===== src/rtl/mips_muldiv.sv =====
// Iterative multiply/divide unit with HI/LO result registers.
// One shift-add or restoring shift-subtract step per cycle; sign fixup in a final cycle.
module mips_muldiv #(
    parameter int unsigned WIDTH = 32
) (
    input  logic             clk,
    input  logic             rst_n,
    input  logic             start,
    input  logic [2:0]       op,
    input  logic [WIDTH-1:0] opA,
    input  logic [WIDTH-1:0] opB,
    output logic             busy,
    output logic             done,
    output logic             div_by_zero,
    output logic [WIDTH-1:0] hi,
    output logic [WIDTH-1:0] lo
);

    typedef enum logic [1:0] {StIdle, StCalc, StFix} state_e;

    localparam int unsigned CntW = $clog2(WIDTH + 1);
    localparam logic [CntW-1:0] LastCnt = CntW'(WIDTH - 1);

    state_e            state_q, state_d;
    logic [CntW-1:0]   cnt_q, cnt_d;
    // acc: product high half / partial remainder; wrk: multiplier / dividend-quotient
    logic [WIDTH-1:0]  acc_q, acc_d, wrk_q, wrk_d, dvs_q, dvs_d;
    logic              is_div_q, is_div_d, negq_q, negq_d, negr_q, negr_d;
    logic              dbz_pend_q, dbz_pend_d, dbz_q, dbz_d, done_q, done_d;
    logic [WIDTH-1:0]  hi_q, hi_d, lo_q, lo_d;

    logic              is_signed;
    logic [WIDTH-1:0]  a_mag, b_mag;
    logic [WIDTH:0]    sum, mul_nxt, shifted, diff;
    logic [2*WIDTH-1:0] prod;

    assign is_signed = ~op[0];
    assign a_mag     = (is_signed && opA[WIDTH-1]) ? -opA : opA;
    assign b_mag     = (is_signed && opB[WIDTH-1]) ? -opB : opB;
    assign sum       = {1'b0, acc_q} + {1'b0, dvs_q};
    assign mul_nxt   = wrk_q[0] ? sum : {1'b0, acc_q};
    assign shifted   = {acc_q, wrk_q[WIDTH-1]};
    assign diff      = shifted - {1'b0, dvs_q};
    assign prod      = {acc_q, wrk_q};

    always_comb begin
        state_d    = state_q;
        cnt_d      = cnt_q;
        acc_d      = acc_q;
        wrk_d      = wrk_q;
        dvs_d      = dvs_q;
        is_div_d   = is_div_q;
        negq_d     = negq_q;
        negr_d     = negr_q;
        dbz_pend_d = dbz_pend_q;
        dbz_d      = dbz_q;
        hi_d       = hi_q;
        lo_d       = lo_q;
        done_d     = 1'b0;
        unique case (state_q)
            StIdle: begin
                if (start && !op[2]) begin
                    state_d    = StCalc;
                    cnt_d      = '0;
                    acc_d      = '0;
                    is_div_d   = op[1];
                    wrk_d      = op[1] ? a_mag : b_mag;
                    dvs_d      = op[1] ? b_mag : a_mag;
                    negq_d     = is_signed & (opA[WIDTH-1] ^ opB[WIDTH-1]);
                    negr_d     = is_signed & opA[WIDTH-1];
                    dbz_pend_d = op[1] & (opB == '0);
                    dbz_d      = 1'b0;
                end else if (start && op == 3'b100) begin
                    hi_d = opA;
                end else if (start && op == 3'b101) begin
                    lo_d = opA;
                end
            end
            StCalc: begin
                cnt_d = cnt_q + 1'b1;
                if (is_div_q) begin
                    // Restoring step: keep the difference only when it did not borrow
                    if (!diff[WIDTH]) begin
                        acc_d = diff[WIDTH-1:0];
                        wrk_d = {wrk_q[WIDTH-2:0], 1'b1};
                    end else begin
                        acc_d = shifted[WIDTH-1:0];
                        wrk_d = {wrk_q[WIDTH-2:0], 1'b0};
                    end
                end else begin
                    acc_d = mul_nxt[WIDTH:1];
                    wrk_d = {mul_nxt[0], wrk_q[WIDTH-1:1]};
                end
                if (cnt_q == LastCnt) state_d = StFix;
            end
            StFix: begin
                state_d = StIdle;
                done_d  = 1'b1;
                if (is_div_q) begin
                    // Zero divisor leaves |opA| as remainder, so the fixup restores opA
                    lo_d  = dbz_pend_q ? '1 : (negq_q ? -wrk_q : wrk_q);
                    hi_d  = negr_q ? -acc_q : acc_q;
                    dbz_d = dbz_pend_q;
                end else begin
                    {hi_d, lo_d} = negq_q ? -prod : prod;
                end
            end
            default: state_d = StIdle;
        endcase
    end

    always_ff @(posedge clk or negedge rst_n) begin
        if (!rst_n) begin
            state_q    <= StIdle;
            cnt_q      <= '0;
            acc_q      <= '0;
            wrk_q      <= '0;
            dvs_q      <= '0;
            is_div_q   <= 1'b0;
            negq_q     <= 1'b0;
            negr_q     <= 1'b0;
            dbz_pend_q <= 1'b0;
            dbz_q      <= 1'b0;
            done_q     <= 1'b0;
            hi_q       <= '0;
            lo_q       <= '0;
        end else begin
            state_q    <= state_d;
            cnt_q      <= cnt_d;
            acc_q      <= acc_d;
            wrk_q      <= wrk_d;
            dvs_q      <= dvs_d;
            is_div_q   <= is_div_d;
            negq_q     <= negq_d;
            negr_q     <= negr_d;
            dbz_pend_q <= dbz_pend_d;
            dbz_q      <= dbz_d;
            done_q     <= done_d;
            hi_q       <= hi_d;
            lo_q       <= lo_d;
        end
    end

    assign busy        = (state_q != StIdle);
    assign done        = done_q;
    assign div_by_zero = dbz_q;
    assign hi          = hi_q;
    assign lo          = lo_q;

endmodule


===== config.mk =====
export PLATFORM = sky130hd
export DESIGN_NAME = mips_muldiv
export DESIGN_NICKNAME = d
export VERILOG_FILES = /design/src/rtl/mips_muldiv.sv
export SDC_FILE = /design/constraint.sdc
export NUM_CORES = 1
export LEC_CHECK = 0
export ABC_AREA = 1
export CORE_MARGIN = 3
export CORE_UTILIZATION = 39
export CTS_CLUSTER_SIZE = 40
export DETAILED_ROUTE_END_ITERATION = 6
export PLACE_DENSITY = 0.62
export SLEW_MARGIN = 20
export SYNTH_ARGS = -nofsm -noshare
export SYNTH_HDL_FRONTEND = slang
export SYNTH_SLANG_ARGS = --single-unit

===== constraint.sdc =====
create_clock -name clk -period 3.2 [get_ports clk]
set_clock_uncertainty 0.15 [all_clocks]
set_input_delay 0.64 -clock clk [delete_from_list [all_inputs] [get_ports clk]]
set_output_delay 0.64 -clock clk [all_outputs]
set_load 0.05 [all_outputs]

==> run summary <==
status - finished clean
Design Power - 0.02923 W
register area share after synthesis - 0.2388
Core Util, Final - 0.4735
CP arrival - 3.38 ns
Vias - 22540
CORE AREA - 0.04577 mm²
CP Capture Type - flip-flop
vias per cell - 5.709
final WL - 92.76 mm
final setup vio count - 0
antenna violation net count after detailed routing - 0
port bufs - 136
Max IR drop VDD - 0.0007251 V
most frequent CP cell - nand2_1
Total Nets Final - 3478
Max Clock Freq - 322.4 MHz
Mapped Area - 0.01823 mm²
postcts setup bufs - 0
Hold WC Path Type - flip-flop to flip-flop
die area - 0.04938 mm²
RSZ-0062 raised after global routing - no
yosys warns - 0
post-synthesis mux area share - 0
WP data required - 3.48 ns
max cap viols - 0
critical path class - flip-flop to flip-flop
Synth Area per Inst - 5.793 µm²
post-synthesis simple-gate area fraction - 0.4222
synthesis-stage register bit count - 174
Slew Limit Fails - 0
ys flop type - dfrtp_1
HPWL Detailed - 75.50 mm
Die W - 222.2 µm
Ant. Diodes - 0
drt pass-1 iters - 6
slew margin rel. - 0.4906
Placer Congestion - 1.033
Synth Area in Compound Gates - 0.1488
htree depth - 4
clock transition at the registers of the reported paths - 0.08 ns
Iteration-0 DRC Markers - 2833
Crit Path Max Fanout - 9
Startpoint Class - flip-flop
Power Dens Cells - 1349 mW/mm²
detailed-route wire length per cell - 23.49 µm
Crit path largest cell delay - 0.43 ns
initial antenna violation count - 0
crit path cell chain - inv_1, ha_1, fa_1, inv_1, nand2_1, nand2_1, nand3_1, nand2_2, nand2_1, nand2_2, nand2_4, nand2_2, nand2_4, nand2_4, nand3_1, nand3_1, nand2_1, nand2_1
chip height - 222.2 µm
initial cell density of the core - 0.3983
global-route wire length before repair - 134.7 mm
main combinational cell family by area after synthesis - simple AND/OR/NAND/NOR gates
# rows - 78
XOR/XNOR share of the synthesized area - 0.03555
drt drc - 0
vias in the first global route - 20870
total grt overflow - 0
syn_nets - 3288
largest net degree at the start of global routing - 56
fin crit share - 0.9693
Adder-Cell Fraction of Synth Area - 0.04955
cts bufs inserted - 17
Worst path slowest cell - dfrtp_1
Gate Count Post-Synth - 3147
post-synth cell types - 51
Final min period - 3.102 ns
Syn-to-layout area delta - 18.89%
Setup TNS - 0 ns
Clk Latency, worst-skew pair - 0.50 ns
worst-margin pin slew - 0.7613 ns
Clock Tree Buf Depth - 2
Total Routing Usage GR - 0.3637
final hold violation count - 0
Pleak - 10.70 nW
CTS Root Cell - clkbuf_16
Num Clock Sinks - 174
Post-synth EDFFs - 0
TritonCTS clock tree - yes
layout cells sized above 1 - 0.06898
asr flop ratio synth - 1.000
IO Pins - 137
==> per-stage QoR <==
step                      instance area, µm²  hold slack [ns]  setup slack, ns  instances
after global placement                 21080           0.2699         0.006606       3915
final                                  21670           0.2909          0.09833       3949
after floorplan                        18230           0.1944           0.7055       3147
after detailed placement               21080           0.2863          0.03212       3915
after global routing                   21670           0.3112         0.002471       3949
after CTS                              21640           0.2959           0.1066       3947
==> layer usage <==
metal / track usage / part of all wire / wire (µm)
met1: 0.5069 / 0.42 / 39370
met2: 0.5457 / 0.43 / 39770
met3: 0.06553 / 0.093 / 8657
met4: 0.1703 / 0.054 / 4968
met5: 0 / 0 / 0
==> cell families (layout without fill, tap and decap cells) <==
kind of cell	Yosys count	in the layout
and+or+nand+nor	1840	1842
buffers and inverters	495	695
AOI/OAI and AO/OA	493	493
DFF	174	174
xor gates and xnor gates	74	74
adders and majority gates	71	71
==> report_power, final <==
| part | internal, W | total (W) | leakage [nW] | switching, W |
|---|---|---|---|---|
| registers | 0.00333 | 0.00468 | 2.02 | 0.00135 |
| clock network | 0.00102 | 0.00209 | 0.257 | 0.00106 |
| logic | 0.00722 | 0.0225 | 8.43 | 0.0152 |
==> cells in the mapped netlist (4+ instances only) <==
| master | n | share of area |
|---|---|---|
| nand4_1 | 37 | 0.013 |
| nor2_2 | 6 | 0.0021 |
| nand2_2 | 17 | 0.0058 |
| o21ai_0 | 160 | 0.044 |
| buf_1 | 15 | 0.0031 |
| nand2_1 | 949 | 0.20 |
| a21oi_1 | 221 | 0.061 |
| a31oi_1 | 20 | 0.0069 |
| o21ai_1 | 13 | 0.0036 |
| xnor2_1 | 16 | 0.0077 |
| xor2_1 | 58 | 0.028 |
| nor2_1 | 425 | 0.088 |
| dfrtp_1 | 174 | 0.24 |
| nand3_1 | 323 | 0.089 |
| clkbuf_1 | 75 | 0.015 |
| o21bai_1 | 6 | 0.0025 |
| a21o_1 | 7 | 0.0029 |
| and2_1 | 4 | 0.0014 |
| or2_2 | 8 | 0.0027 |
| ha_1 | 69 | 0.047 |
| buf_2 | 11 | 0.0030 |
| nor3_1 | 40 | 0.011 |
| nand3b_1 | 20 | 0.0082 |
| inv_2 | 8 | 0.0016 |
| o221ai_1 | 7 | 0.0034 |
| buf_6 | 5 | 0.0031 |
| a22oi_1 | 11 | 0.0045 |
| o211ai_1 | 35 | 0.014 |
| inv_1 | 378 | 0.078 |
==> final cells by class <==
cell class                      instances  area [µm²]
Fill cell                            4957       24100
Multi-Input combinational cell       2480       12020
Sequential cell                       174        4358
Timing Repair Buffer                  275        2534
Inverter                              389        1466
Tap cell                              600       750.7
Clock buffer                           18       439.2
Clock inverter                         13       105.1
==> cells in the final DEF, fill, tap and decap left out, types with 3 or more instances in the layout <==
cell type          n
buf_4            128
xor2_1            58
a21oi_1          221
o211ai_1          35
a21o_1             7
xnor2_1           16
dfrtp_1          173
o21ai_1           13
inv_6              7
or2_2              8
nand3_1          322
nand2_4            3
nor2_1           422
nand2_2           17
nand4_1           37
nor3_1            40
a31oi_1           20
nor2_4             3
inv_2              8
nor2_2             7
inv_1            378
clkbuf_16         17
o21ai_0          160
clkinvlp_4         4
and2_1             4
a21oi_2            3
o221ai_1           7
clkdlybuf4s50_1  135
o21bai_1           6
nand2_1          949
nand3b_1          20
ha_1              69
buf_12            10
a22oi_1           11
==> path summary, 6_finish.rpt <==
check	from	to	slack, ns	depth (start not counted)
setup / recovery	wrk_q[31]	acc_q[14]	0.1	18
hold / removal	cnt_q[5]	state_q[1]	0.29	1
setup reg to reg	wrk_q[31]	acc_q[14]	0.1	18
hold reg to reg	cnt_q[5]	state_q[1]	0.29	1
max in group asynchronous	rst_n	dvs_q[19]	1.47	3
min in group asynchronous	rst_n	hi[7]	0.58	2
==> sequential cells by signal, summed over array words and instances, names as in the netlist <==
signal       cells
hi              32
wrk_q           32
done             1
negr_q           1
dbz_pend_q       1
div_by_zero      1
state_q          2
is_div_q         1
lo              32
cnt_q            6
acc_q           32
negq_q           1
dvs_q           32
==> worst max-delay path: cells and delay by family, from the launching register on <==
family | cells | cell delay (ns)
fa+ha+maj | 2 | 0.64
simple gates | 14 | 1.56
buf+inv | 2 | 0.25
flops | 1 | 0.43
==> timing repair <==
action,4_1_cts,5_1_grt
hold buffers,1,0
gates resized for setup,0,2
setup endpoints to repair,0,20
hold endpoints to repair,6,0
Note: power is estimated with default switching activity, not from simulation.
